`src/rtl/rep_seq_ctrl_pkg.sv`:
```
// Shared definitions for the REP string-instruction sequencer: state codes,
// prefix kinds, operand sizes and the operand-size to byte-step mapping.
package rep_seq_ctrl_pkg;

  localparam logic [0:0] ST_IDLE = 1'b0;
  localparam logic [0:0] ST_RUN  = 1'b1;

  localparam logic [1:0] KIND_REP   = 2'd0;
  localparam logic [1:0] KIND_REPE  = 2'd1;
  localparam logic [1:0] KIND_REPNE = 2'd2;
  localparam logic [1:0] KIND_RSVD  = 2'd3;

  localparam logic [1:0] OP_8  = 2'd0;
  localparam logic [1:0] OP_16 = 2'd1;
  localparam logic [1:0] OP_32 = 2'd2;
  localparam logic [1:0] OP_64 = 2'd3;

  localparam int unsigned STEP_W = 4;

  // Byte step per iteration: 1 << opsize
  function automatic logic [STEP_W-1:0] step_of(input logic [1:0] opsize);
    logic [STEP_W-1:0] s;
    case (opsize)
      OP_8:    s = 4'd1;
      OP_16:   s = 4'd2;
      OP_32:   s = 4'd4;
      OP_64:   s = 4'd8;
      default: s = 4'd1;
    endcase
    return s;
  endfunction

  // REPE/REPNE honour early termination; REP and the reserved code do not
  function automatic logic is_cond_kind(input logic [1:0] kind);
    logic r;
    case (kind)
      KIND_REPE, KIND_REPNE: r = 1'b1;
      KIND_REP, KIND_RSVD:   r = 1'b0;
      default:               r = 1'b0;
    endcase
    return r;
  endfunction

endpackage

```
`src/rtl/rep_addr_step.sv`:
```
// Address stepper: next = addr +/- step, wrapping modulo 2^ADDR_W.
module rep_addr_step
  import rep_seq_ctrl_pkg::*;
#(
  parameter int unsigned ADDR_W = 32
) (
  input  logic [ADDR_W-1:0] addr,
  input  logic [STEP_W-1:0] step,
  input  logic              dec,
  output logic [ADDR_W-1:0] next_addr_c
);

  logic [ADDR_W-1:0] step_ext;

  assign step_ext    = ADDR_W'(step);
  assign next_addr_c = dec ? (addr - step_ext) : (addr + step_ext);

endmodule

```
`src/rtl/rep_seq_ctrl.sv`:
```
// REP string sequencer: owns ECX and the M1/M2 address steppers, issues one
// D$ iteration per advancing cycle and holds upstream until the REP completes.
module rep_seq_ctrl
  import rep_seq_ctrl_pkg::*;
#(
  parameter int unsigned ADDR_W = 32,
  parameter int unsigned CNT_W  = 32
) (
  input  logic              clk,
  input  logic              clr,
  input  logic              valid_in,
  input  logic              is_rep_in,
  input  logic [1:0]        rep_kind,
  input  logic [1:0]        opsize_in,
  input  logic              df_in,
  input  logic [CNT_W-1:0]  count_in,
  input  logic [ADDR_W-1:0] mem_addr1_in,
  input  logic [ADDR_W-1:0] mem_addr2_in,
  input  logic              cache_stall,
  input  logic              fwd_stall,
  input  logic              term_req,
  output logic [ADDR_W-1:0] mem1_addr,
  output logic [ADDR_W-1:0] mem2_addr,
  output logic              iter_valid,
  output logic              last_iter,
  output logic [CNT_W-1:0]  count_out,
  output logic              stall_out,
  output logic              busy,
  output logic              skip
);

  logic [0:0]        state_q, state_d;
  logic [CNT_W-1:0]  cnt_q, cnt_d;
  logic [ADDR_W-1:0] addr1_q, addr1_d;
  logic [ADDR_W-1:0] addr2_q, addr2_d;
  logic [1:0]        opsize_q, opsize_d;
  logic              df_q, df_d;
  logic [1:0]        kind_q, kind_d;

  logic              run;
  logic              adv;
  logic [ADDR_W-1:0] base1, base2;
  logic [ADDR_W-1:0] next1, next2;
  logic [STEP_W-1:0] step_sel;
  logic              dec_sel;
  logic              last_c;

  assign run = (state_q == ST_RUN);
  assign adv = ~cache_stall & ~fwd_stall;

  // In IDLE the steppers work on the incoming instruction, in RUN on the latched copy
  assign base1    = run ? addr1_q : mem_addr1_in;
  assign base2    = run ? addr2_q : mem_addr2_in;
  assign step_sel = run ? step_of(opsize_q) : step_of(opsize_in);
  assign dec_sel  = run ? df_q : df_in;

  rep_addr_step #(.ADDR_W(ADDR_W)) u_step_m1 (
    .addr        (base1),
    .step        (step_sel),
    .dec         (dec_sel),
    .next_addr_c (next1)
  );

  rep_addr_step #(.ADDR_W(ADDR_W)) u_step_m2 (
    .addr        (base2),
    .step        (step_sel),
    .dec         (dec_sel),
    .next_addr_c (next2)
  );

  always_ff @(posedge clk or negedge clr) begin
    if (!clr) begin
      state_q  <= ST_IDLE;
      cnt_q    <= '0;
      addr1_q  <= '0;
      addr2_q  <= '0;
      opsize_q <= '0;
      df_q     <= 1'b0;
      kind_q   <= '0;
    end else begin
      state_q  <= state_d;
      cnt_q    <= cnt_d;
      addr1_q  <= addr1_d;
      addr2_q  <= addr2_d;
      opsize_q <= opsize_d;
      df_q     <= df_d;
      kind_q   <= kind_d;
    end
  end

  always_comb begin
    state_d    = state_q;
    cnt_d      = cnt_q;
    addr1_d    = addr1_q;
    addr2_d    = addr2_q;
    opsize_d   = opsize_q;
    df_d       = df_q;
    kind_d     = kind_q;
    mem1_addr  = '0;
    mem2_addr  = '0;
    iter_valid = 1'b0;
    last_iter  = 1'b0;
    count_out  = '0;
    stall_out  = 1'b0;
    busy       = 1'b0;
    skip       = 1'b0;
    last_c     = 1'b0;

    case (state_q)
      ST_IDLE: begin
        if (valid_in) begin
          if (!is_rep_in) begin
            mem1_addr  = mem_addr1_in;
            mem2_addr  = mem_addr2_in;
            iter_valid = 1'b1;
            last_iter  = 1'b1;
            count_out  = count_in;
          end else if (count_in == '0) begin
            skip = 1'b1;
          end else begin
            mem1_addr  = mem_addr1_in;
            mem2_addr  = mem_addr2_in;
            iter_valid = 1'b1;
            count_out  = count_in - CNT_W'(1);
            if (count_in == CNT_W'(1)) begin
              last_iter = 1'b1;
            end else begin
              stall_out = 1'b1;
              // Iteration 0 is re-presented until it is accepted
              if (adv) begin
                cnt_d    = count_in - CNT_W'(1);
                addr1_d  = next1;
                addr2_d  = next2;
                opsize_d = opsize_in;
                df_d     = df_in;
                kind_d   = rep_kind;
                state_d  = ST_RUN;
              end
            end
          end
        end
      end

      ST_RUN: begin
        mem1_addr  = addr1_q;
        mem2_addr  = addr2_q;
        iter_valid = 1'b1;
        busy       = 1'b1;
        count_out  = cnt_q - CNT_W'(1);
        last_c     = (cnt_q == CNT_W'(1)) | (term_req & is_cond_kind(kind_q));
        last_iter  = last_c;
        stall_out  = ~(last_c & adv);
        if (adv) begin
          cnt_d   = cnt_q - CNT_W'(1);
          addr1_d = next1;
          addr2_d = next2;
          if (last_c) begin
            state_d = ST_IDLE;
          end
        end
      end

      default: state_d = ST_IDLE;
    endcase

    // Reset forces every output low immediately, including IDLE pass-through
    if (!clr) begin
      mem1_addr  = '0;
      mem2_addr  = '0;
      iter_valid = 1'b0;
      last_iter  = 1'b0;
      count_out  = '0;
      stall_out  = 1'b0;
      busy       = 1'b0;
      skip       = 1'b0;
    end
  end

endmodule

```
`config.mk`:
```
export PLATFORM = sky130hd
export DESIGN_NAME = rep_seq_ctrl
export DESIGN_NICKNAME = d
export VERILOG_FILES = /design/src/rtl/rep_seq_ctrl_pkg.sv /design/src/rtl/rep_addr_step.sv /design/src/rtl/rep_seq_ctrl.sv
export SDC_FILE = /design/constraint.sdc
export NUM_CORES = 1
export LEC_CHECK = 0
export ABC_AREA = 1
export BUFFER_PORTS_ARGS = -buffer_cell sky130_fd_sc_hd__buf_2
export CORE_UTILIZATION = 55
export DETAILED_ROUTE_END_ITERATION = 16
export GPL_TIMING_DRIVEN = 0
export PLACE_DENSITY = 0.78
export SYNTH_ARGS = -nofsm -noshare
export SYNTH_HDL_FRONTEND = slang
export SYNTH_SLANG_ARGS = --single-unit
```
`constraint.sdc`:
```
create_clock -name clk -period 4.1 [get_ports clk]
set_clock_uncertainty 0.1 [all_clocks]
set_input_delay 0.82 -clock clk [delete_from_list [all_inputs] [get_ports clk]]
set_output_delay 0.82 -clock clk [all_outputs]
set_load 0.02 [all_outputs]
```
==> impl_metrics.json <==
{
  "avgSynthCellArea_um2": 5.74,
  "seqPwrFrac_pct": 12.9,
  "worstMarginPinSlew_ns": 0.811,
  "grt_max_degree": 85,
  "synth-seq-cells": 102,
  "startpoint_type": "input port",
  "grtUsageTotal_pct": 40.9,
  "p_int_mw": 5.67,
  "post-route-period-util_pct": 97.7,
  "postLayoutCellArea_mm2": 0.0141,
  "syn_area_mm2": 0.0122,
  "grt_overflow": 0,
  "io_pins": 209,
  "p_leak_nw": 7.90,
  "vias": 15000,
  "power.switching_mw": 8.73,
  "crit_type": "in -> out",
  "yosysWarnings": 0,
  "p_per_area_mw_per_mm2": 1020,
  "pwr-share-comb_pct": 80.3,
  "ys_types": 55,
  "swShare_pct": 60.6,
  "cp.required_ns": 3.18,
  "grt_first_pass_wirelength_um": 70200,
  "fp-row-count": 54,
  "worst_hold_path_type": "in -> async",
  "ys.flop_type": "dfrtp_1",
  "relSlewSlack_pct": 46.0,
  "syn_nets": 2281,
  "synthCells": 2121,
  "rsz0062_at_grt": "false",
  "area_delta_synth_final_pct": 16.1,
  "ys_seq_area_share_pct": 21.0,
  "worst-r2r-cell-count": 24,
  "viasPerCell": 5.70,
  "numCtsBuffers": 9,
  "cts.sinks": 102,
  "place_hpwl_um": 36700,
  "path_max_fanout": 10,
  "routedWlPerCell_um": 17.9,
  "port-buffer-count": 208,
  "core_area_mm2": 0.0218,
  "r2r-end": "addr1_q[25]",
  "status": "finished, final reports clean",
  "clkTransAtPathRegs_ns": 0.08,
  "die_area_mm2": 0.0227,
  "h-tree-depth": 3,
  "drt.antenna.violating_nets": 0,
  "rrSetupSlack_ns": 0.18,
  "layout_common_cells": "nand2_1, inv_1, nor2_1",
  "max_cap_viol_count": 0,
  "place_congestion": 1.04,
  "hold_buffers": 0,
  "min_period_ns": 4.01,
  "critPathArrivalTime_ns": 3.09,
  "finalSetupViolations": 0,
  "layout.nets": 2504,
  "cts_buffer_depth": 2,
  "max_freq_ghz": 0.250,
  "dr.first_iter.drc_count": 1255,
  "ir_worst_vdd_v": 0.000521,
  "antenna_found_initial": 0,
  "dr.pass1.iters": 8,
  "drive_above_1_share_pct": 16.4,
  "cts_tree": "done",
  "end_kind": "primary output",
  "drc": 0,
  "fp.dieW_um": 151,
  "grt_pass1_vias": 13300,
  "power_frac_clock_pct": 6.8,
  "async_reset_ff_share_pct": 100,
  "p_total_mw": 14.4,
  "placed_area_mm2": 0.0136,
  "synth_edf_count": 0,
  "r2r-start": "run",
  "slew_violations": 0,
  "clk_latency_ns": 0.37,
  "hold_viol_final": 0,
  "final_common_cell": "nand2_1",
  "start_util_pct": 55.9,
  "drt_wl_total_um": 47100,
  "cts_root_buffer": "clkbuf_16",
  "fp.dieH_um": 151
}
[power groups by stage]
| stage | sequential, mW | clock (mW) | combinational (mW) |
|---|---|---|---|
| 6_report | 1.86 | 0.978 | 11.6 |
| 3_3_place_gp | 1.83 | 0 | 10.9 |
| 2_1_floorplan | 1.76 | 0 | 8.21 |
| 5_1_grt | 1.91 | 1.01 | 12.8 |
| 4_1_cts | 1.84 | 0.973 | 11.1 |
| 3_5_place_dp | 1.85 | 0 | 11.0 |
[worst max path at each step]
stage | startpoint | to | slack [ns]
3_5_place_dp | run | addr2_q[25] | -0.96
6_report | count_in[22] | count_out[0] | 0.09
5_1_grt | run | addr2_q[25] | 0.005
4_1_cts | count_in[1] | count_out[30] | -0.02
3_3_place_gp | clr | count_out[22] | -1.84
2_1_floorplan | run | addr2_q[25] | 0.32
[cells in the mapped netlist (all sizes together) (27+ instances only)]
master	count	area, um2
o21ai	123	631
nand2	740	2870
nor2	264	1040
inv	264	991
ha	52	651
dfrtp	102	2550
nor3	27	150
xor2	46	403
a21oi	181	921
nand3	141	801
buf	34	204
clkbuf	34	129
[critical path, cell delays in order]
cell     delay, ns
buf_2         0.19
nor2_1        0.07
nand2_1       0.10
nor2_4        0.06
nand3_1       0.20
inv_1         0.09
nand2_1       0.14
nor2_1        0.08
nor2_2        0.22
nand2_1       0.19
inv_4         0.18
buf_2         0.25
o21ai_0       0.12
a21oi_1       0.17
buf_2         0.21
[sequential cells by signal, indices dropped and copies added (netlist names)]
signal and count:
cnt_q 32, df_q 1, run 1, addr2_q 32
addr1_q 32, kind_q 2, opsize_q 2
[cell families after synthesis]
logic type / count (synthesis) / synth area share (%)
simple gates: 1217 / 42.3
compound gates: 345 / 15.2
buf+inv: 335 / 11.0
flops: 102 / 21.0
xor+xnor: 65 / 4.68
fa+ha+maj: 52 / 5.35
mux: 5 / 0.442
[layer usage]
metal  share of wire, %  GRT usage (%)  up-vias  wire [um]
met5                  0              0        -          0
met3                 10           6.45      132       4710
met1                 41           54.5     6819      19400
li1                   -              -     7210          -
met2                 45           65.4      836      21100
met4                4.0           16.8        0       1880
[final cells by class]
class                      instances  area, um2
tap                              280        350
buffer                            65        388
multi-input combinational       1684       8380
antenna                            1       2.50
sequential                       102       2550
inverter                         267       1010
clock buffer                      12        256
fill                            2160       7630
timing repair buffer             215       1140
clock inverter                     4       52.6
[repair_timing]
item	CTS	global route
gates cloned	0	1
hold endpoints to repair	0	0
endpoints found under the setup margin	141	122
pin swaps	2	5
gates resized for setup	25	49
buffers inserted	1	4
[per-stage QoR]
step | setup slack (ns) | util, % | instances | hold slack [ns] | setup TNS [ns]
floorplan | 0.317 | - | 2121 | 0.343 | 0
global placement | -1.84 | 62.3 | 2609 | 0.358 | -178.25
detailed placement | -0.960 | 62.5 | 2610 | 0.366 | -60.24
CTS | -0.0236 | 64.1 | 2624 | 0.221 | -0.0236
global route | 0.00527 | 64.9 | 2629 | 0.225 | 0
finish | 0.0927 | 64.9 | 2630 | 0.213 | 0
(Power assumes the default switching activity.)
